<file path="src/rtl/dmem_pkg.sv">
// Shared types and sizing for the data-memory arbiter slice.
package dmem_pkg;

  localparam int unsigned ADDR_W     = 10;
  localparam int unsigned DMEM_DEPTH = 32'(1) << ADDR_W;
  localparam int unsigned DATA_W     = 32;

  typedef enum logic {
    REQ_CORE = 1'b0,
    REQ_HOST = 1'b1
  } req_id_e;

  typedef enum logic {
    PRIO0 = 1'b0,
    PRIO1 = 1'b1
  } prio_e;

  // One in-flight response: who it belongs to and how to shape its payload.
  typedef struct packed {
    logic    valid;
    req_id_e id;
    logic    write;
    logic    err;
  } resp_pipe_t;

endpackage

</file>
<file path="src/rtl/rr_arb2.sv">
// Two-way round-robin arbiter: combinational grant, registered priority holder.
module rr_arb2
  import dmem_pkg::*;
(
  input  logic       clk,
  input  logic       reset,
  input  logic [1:0] valid_i,
  output logic [1:0] gnt_o
);

  prio_e prio_q;

  // Contention goes to the priority holder; a lone requester always wins.
  always_comb begin
    gnt_o = 2'b00;
    if (!reset) begin
      if (valid_i == 2'b11) begin
        gnt_o = (prio_q == PRIO0) ? 2'b01 : 2'b10;
      end else begin
        gnt_o = valid_i;
      end
    end
  end

  // Any grant hands priority to the other side; an idle cycle keeps it.
  always_ff @(posedge clk or posedge reset) begin
    if (reset) begin
      prio_q <= PRIO0;
    end else if (gnt_o[0]) begin
      prio_q <= PRIO1;
    end else if (gnt_o[1]) begin
      prio_q <= PRIO0;
    end
  end

endmodule

</file>
<file path="src/rtl/dmem_arbiter.sv">
// Shares one data memory between the core (r0) and the host loader (r1);
// one request per cycle, response exactly one cycle after acceptance.
module dmem_arbiter #(
  parameter int unsigned ADDR_W = dmem_pkg::ADDR_W
) (
  input  logic        clk,
  input  logic        reset,

  input  logic        r0_req_valid,
  output logic        r0_req_ready,
  input  logic        r0_req_write,
  input  logic [31:0] r0_req_addr,
  input  logic [31:0] r0_req_wdata,
  output logic        r0_resp_valid,
  output logic [31:0] r0_resp_data,
  output logic        r0_resp_err,

  input  logic        r1_req_valid,
  output logic        r1_req_ready,
  input  logic        r1_req_write,
  input  logic [31:0] r1_req_addr,
  input  logic [31:0] r1_req_wdata,
  output logic        r1_resp_valid,
  output logic [31:0] r1_resp_data,
  output logic        r1_resp_err,

  output logic [31:0] mem_addr,
  output logic        mem_should_write,
  output logic [31:0] mem_write_data,
  input  logic [31:0] mem_read_data
);

  import dmem_pkg::*;

  logic [1:0]  gnt;
  logic        any_gnt;
  logic        in_range;
  logic        access;
  logic        sel_write;
  logic [31:0] sel_addr;
  logic [31:0] sel_wdata;
  resp_pipe_t  resp_d;
  resp_pipe_t  resp_q;
  logic        hit_core;
  logic        hit_host;
  logic        load_ok;

  rr_arb2 u_arb (
    .clk     (clk),
    .reset   (reset),
    .valid_i ({r1_req_valid, r0_req_valid}),
    .gnt_o   (gnt)
  );

  assign r0_req_ready = gnt[0];
  assign r1_req_ready = gnt[1];

  // Steer the winning request onto the shared memory port.
  always_comb begin
    sel_write = r0_req_write;
    sel_addr  = r0_req_addr;
    sel_wdata = r0_req_wdata;
    if (gnt[1]) begin
      sel_write = r1_req_write;
      sel_addr  = r1_req_addr;
      sel_wdata = r1_req_wdata;
    end
  end

  assign any_gnt  = |gnt;
  assign in_range = (sel_addr >> ADDR_W) == 32'd0;
  assign access   = any_gnt & in_range;

  // Out-of-range requests never touch the memory port.
  assign mem_addr         = access ? sel_addr  : 32'd0;
  assign mem_should_write = access & sel_write;
  assign mem_write_data   = access ? sel_wdata : 32'd0;

  always_comb begin
    resp_d       = '0;
    resp_d.valid = any_gnt;
    resp_d.id    = gnt[1] ? REQ_HOST : REQ_CORE;
    resp_d.write = sel_write;
    resp_d.err   = ~in_range;
  end

  always_ff @(posedge clk or posedge reset) begin
    if (reset) begin
      resp_q <= '0;
    end else begin
      resp_q <= resp_d;
    end
  end

  // Read data arrives from the memory's posedge sample, so it is muxed live.
  assign hit_core = resp_q.valid && (resp_q.id == REQ_CORE);
  assign hit_host = resp_q.valid && (resp_q.id == REQ_HOST);
  assign load_ok  = ~resp_q.write & ~resp_q.err;

  assign r0_resp_valid = hit_core;
  assign r0_resp_err   = hit_core & resp_q.err;
  assign r0_resp_data  = (hit_core & load_ok) ? mem_read_data : 32'd0;

  assign r1_resp_valid = hit_host;
  assign r1_resp_err   = hit_host & resp_q.err;
  assign r1_resp_data  = (hit_host & load_ok) ? mem_read_data : 32'd0;

endmodule

</file>
<file path="config.mk">
export PLATFORM = sky130hd
export DESIGN_NAME = dmem_arbiter
export DESIGN_NICKNAME = d
export VERILOG_FILES = /design/src/rtl/dmem_pkg.sv /design/src/rtl/rr_arb2.sv /design/src/rtl/dmem_arbiter.sv
export SDC_FILE = /design/constraint.sdc
export NUM_CORES = 1
export LEC_CHECK = 0
export ABC_AREA = 1
export CAP_MARGIN = 20
export CORE_AREA = 2 2 116 118
export CTS_CLUSTER_DIAMETER = 100
export DETAILED_ROUTE_END_ITERATION = 12
export DIE_AREA = 0 0 118 120
export PLACE_DENSITY = 0.56
export SYNTH_ARGS = -nofsm -noshare
export SYNTH_HDL_FRONTEND = slang
export SYNTH_SLANG_ARGS = --single-unit
</file>
<file path="constraint.sdc">
create_clock -name clk -period 5.3 [get_ports clk]
set_input_delay 1.59 -clock clk [delete_from_list [all_inputs] [get_ports clk]]
set_output_delay 1.59 -clock clk [all_outputs]
set_load 0.005 [all_outputs]
</file>
==> results.yml <==
run_status:
  outcome: "finished clean"
floorplanning:
  die_h_um: 120
  io_pins: 301
  fp.dieArea_um2: 14160
  core_um2: 12980
  start_util_pct: 16.31
  die_w_um: 118
  placementRows: 42
finish:
  drive_above_1_share_pct: 8.765
  multi_input_area_um2: 1499
  seq_area_um2: 125.1
  nFillCells: 1450
  n_antenna_cell: 0
  fin_nets: 920
  fin_area_um2: 5235
  area_growth_pct: 147.3
sta:
  finalCritPeriodShare_pct: 98.13
  finClkSkew_ns: 0.002505
  period_needed_ns: 5.201
  hold_viol_final: 0
  setup_viol: 0
  rsz0062_at_grt: "yes"
  drv_slew: 0
  fmax_ghz: 0.1923
routing:
  wl_um: 12000
  antenna_left: 0
  wl_met2_um: 6266
  wl_met1_um: 4375
  avgViaCountPerCell: 3.949
  vias: 3669
  wl_per_cell_um: 12.92
  drt_first_pass_iters: 4
  drc: 0
  top_layer: "met4"
  drtIter0Drc: 141
  wl_met3_um: 1230
setup_path:
  critPathMaxFanout: 10
  cpLargestDelayFamily: "simple AND/OR/NAND/NOR gates"
  crit_path_end_kind: "primary output"
  crit_buf_inv: 4
  required_ns: 3.71
  cpPeakStageDelay_ns: 0.33
  cp_num_cells: 13
  r2r-end: "resp_q[0]$_DFF_PP0_"
  r2r-start: "u_arb.prio_q$_DFFE_PP0P_"
  setup.worst_path.start_class: "input port"
  critPathSlowestCell: "nor2_4"
  worstSetupEndpoint: "mem_write_data[12]"
  critPathKind: "input port to primary output"
  cp_cell_sequence: "dlygate4sd2_1, nor2_4, nand2_4, nand2_2, nand2_1, nor2_1, nand2_1, nor2_2, nand3_4, buf_6, clkbuf_16, nor2_1, dlygate4sd2_1"
  crit_path_start: "reset"
  cp.arrival_ns: 3.61
  reg2reg_slack_ns: 3.69
  reg2reg_depth: 10
pwr:
  p_per_area_nw_per_um2: 83.28
  p_leak_nw: 2.914
  irDropWorstVdd_mv: 0.05949
  p_total_mw: 0.4360
placed_design:
  dpl.hpwl_um: 9699
  place_area_um2: 5004
  finalWeightedCongestion: 0.7891
  port_buffers: 278
clock_network:
  cts_tree: "yes"
  clockBufferDepth: 2
  htree_levels: 1
  cts_buffers: 3
  clk_pin_slew_ns: 0.03
  clockRootBuffer: "clkbuf_16"
  numClockSinks: 5
  worstSkewPairLatency_ns: 0.23
  ctsHoldBuffers: 0
synthesis:
  yosysSeqAreaShare_pct: 5.910
  avgSynthCellArea_um2: 4.504
  syn-cell-area_um2: 2117
  postSynthCellCount: 470
  ys_types: 16
  synth_seq_cells: 5
  ys_warn_count: 0
global_route:
  grtUsageTotal_pct: 14.62
  grt_max_degree: 42
  grt_pass1_vias: 3449
  grt-ovfl-total: 0
  grt_pass1_wl_um: 16870
  antenna_found_initial: 0
run:
  cap_violations: 0
min_path:
  min_path_type: "flip-flop to flip-flop"
## worst min path at each step
stage | startpoint | endpoint | slack (ns) | cells after the start
after floorplan | u_arb.prio_q$_DFFE_PP0P_ | u_arb.prio_q$_DFFE_PP0P_ | 0.54 | 2
after global placement | u_arb.prio_q$_DFFE_PP0P_ | u_arb.prio_q$_DFFE_PP0P_ | 0.58 | 2
after detailed placement | u_arb.prio_q$_DFFE_PP0P_ | u_arb.prio_q$_DFFE_PP0P_ | 0.62 | 2
after CTS | u_arb.prio_q$_DFFE_PP0P_ | u_arb.prio_q$_DFFE_PP0P_ | 0.62 | 2
after global routing | u_arb.prio_q$_DFFE_PP0P_ | u_arb.prio_q$_DFFE_PP0P_ | 0.64 | 2
final | u_arb.prio_q$_DFFE_PP0P_ | u_arb.prio_q$_DFFE_PP0P_ | 0.61 | 2
## kinds of logic after synthesis
family	after synthesis	share of synthesized area, %
buf+inv	131	29.97
other cells	1	0.1771
simple gates	330	63.24
compound gates	3	0.7090
flops	5	5.910
## sequential cells by signal, indices dropped and copies added, names as in the netlist
| signal | flops |
|---|---|
| resp_q | 4 |
| u_arb.prio_q | 1 |
## synthesized netlist by cell type
library cell | count | area share [%]
o21ai_0 | 3 | 0.71
dfrtp_1 | 5 | 5.9
buf_4 | 22 | 7.8
nor2_1 | 110 | 20
nand3_1 | 22 | 5.2
clkbuf_1 | 16 | 2.8
nor2_4 | 1 | 0.53
nor3_1 | 1 | 0.24
nand2_4 | 2 | 1.1
buf_6 | 8 | 4.3
nor2_2 | 13 | 3.8
inv_1 | 85 | 15
conb_1 | 1 | 0.18
nand3_4 | 1 | 0.83
nand2_1 | 179 | 32
or2_2 | 1 | 0.30
## where the power goes
group | total [mW] | leakage [nW] | switching [mW] | internal [mW]
combinational | 0.269 | 2.82 | 0.112 | 0.157
sequential | 0.0433 | 0.0573 | 0.00128 | 0.0420
clock | 0.124 | 0.0382 | 0.0243 | 0.0996
## layout by cell type (no fill, tap or decap), drive strengths merged
master and instances:
nor3 1, clkdlybuf4s15 6, o21ai 3, dlymetal6s2s 8
nand2 184, dfrtp 5, clkbuf 17, dlygate4sd2 21
clkdlybuf4s50 232, buf 21, nor2 124, nand3 23
conb 22, inv 85, or2 1
## worst reg2reg max path, cell delays in order (launching register included)
cell     delay [ns]
dfrtp_1        0.34
inv_1          0.13
nand2_4        0.15
buf_12         0.18
nand3_1        0.09
nand2_1        0.06
nor2_1         0.10
nand3_1        0.12
nor2_4         0.16
buf_4          0.12
nand2_1        0.04
## routing by layer
metal | global-route usage, % | vias to the layer above
li1 | - | 1852
met5 | 0 | -
met3 | 5.181 | 10
met1 | 14.44 | 1614
met2 | 29.32 | 193
met4 | 2.560 | 0
## what timing repair did
| action | 4_1_cts | 5_1_grt |
|---|---|---|
| endpoints found under the setup margin | 43 | 43 |
| gates resized for setup | 41 | 47 |
| buffers inserted | 1 | 7 |
| pin swaps | 1 | 8 |
| gates cloned | 0 | 6 |
## layout make-up
| cell class | count | area share, % |
|---|---|---|
| Sequential cell | 5 | 2.390 |
| Inverter | 85 | 6.095 |
| Multi-Input combinational cell | 358 | 28.63 |
| Clock buffer | 4 | 1.506 |
| Timing Repair Buffer | 301 | 57.17 |
| Tap cell | 176 | 4.206 |
## stage by stage
| step | setup TNS, ns | utilization, % | hold WS (ns) | setup WS, ns | cells |
|---|---|---|---|---|---|
| 3_5_place_dp | -11.47 | 38.55 | 0.6156 | -0.3051 | 910 |
| 6_report | 0 | 40.33 | 0.6115 | 0.09934 | 929 |
| 4_1_cts | -1.430 | 38.95 | 0.6220 | -0.2331 | 915 |
| 5_1_grt | -0.2037 | 40.33 | 0.6419 | -0.02382 | 929 |
| 3_3_place_gp | -9.532 | 38.55 | 0.5771 | -0.2723 | 910 |
| 2_1_floorplan | 0 | - | 0.5444 | 0.8660 | 491 |
Note: power is estimated with default switching activity, not from simulation.
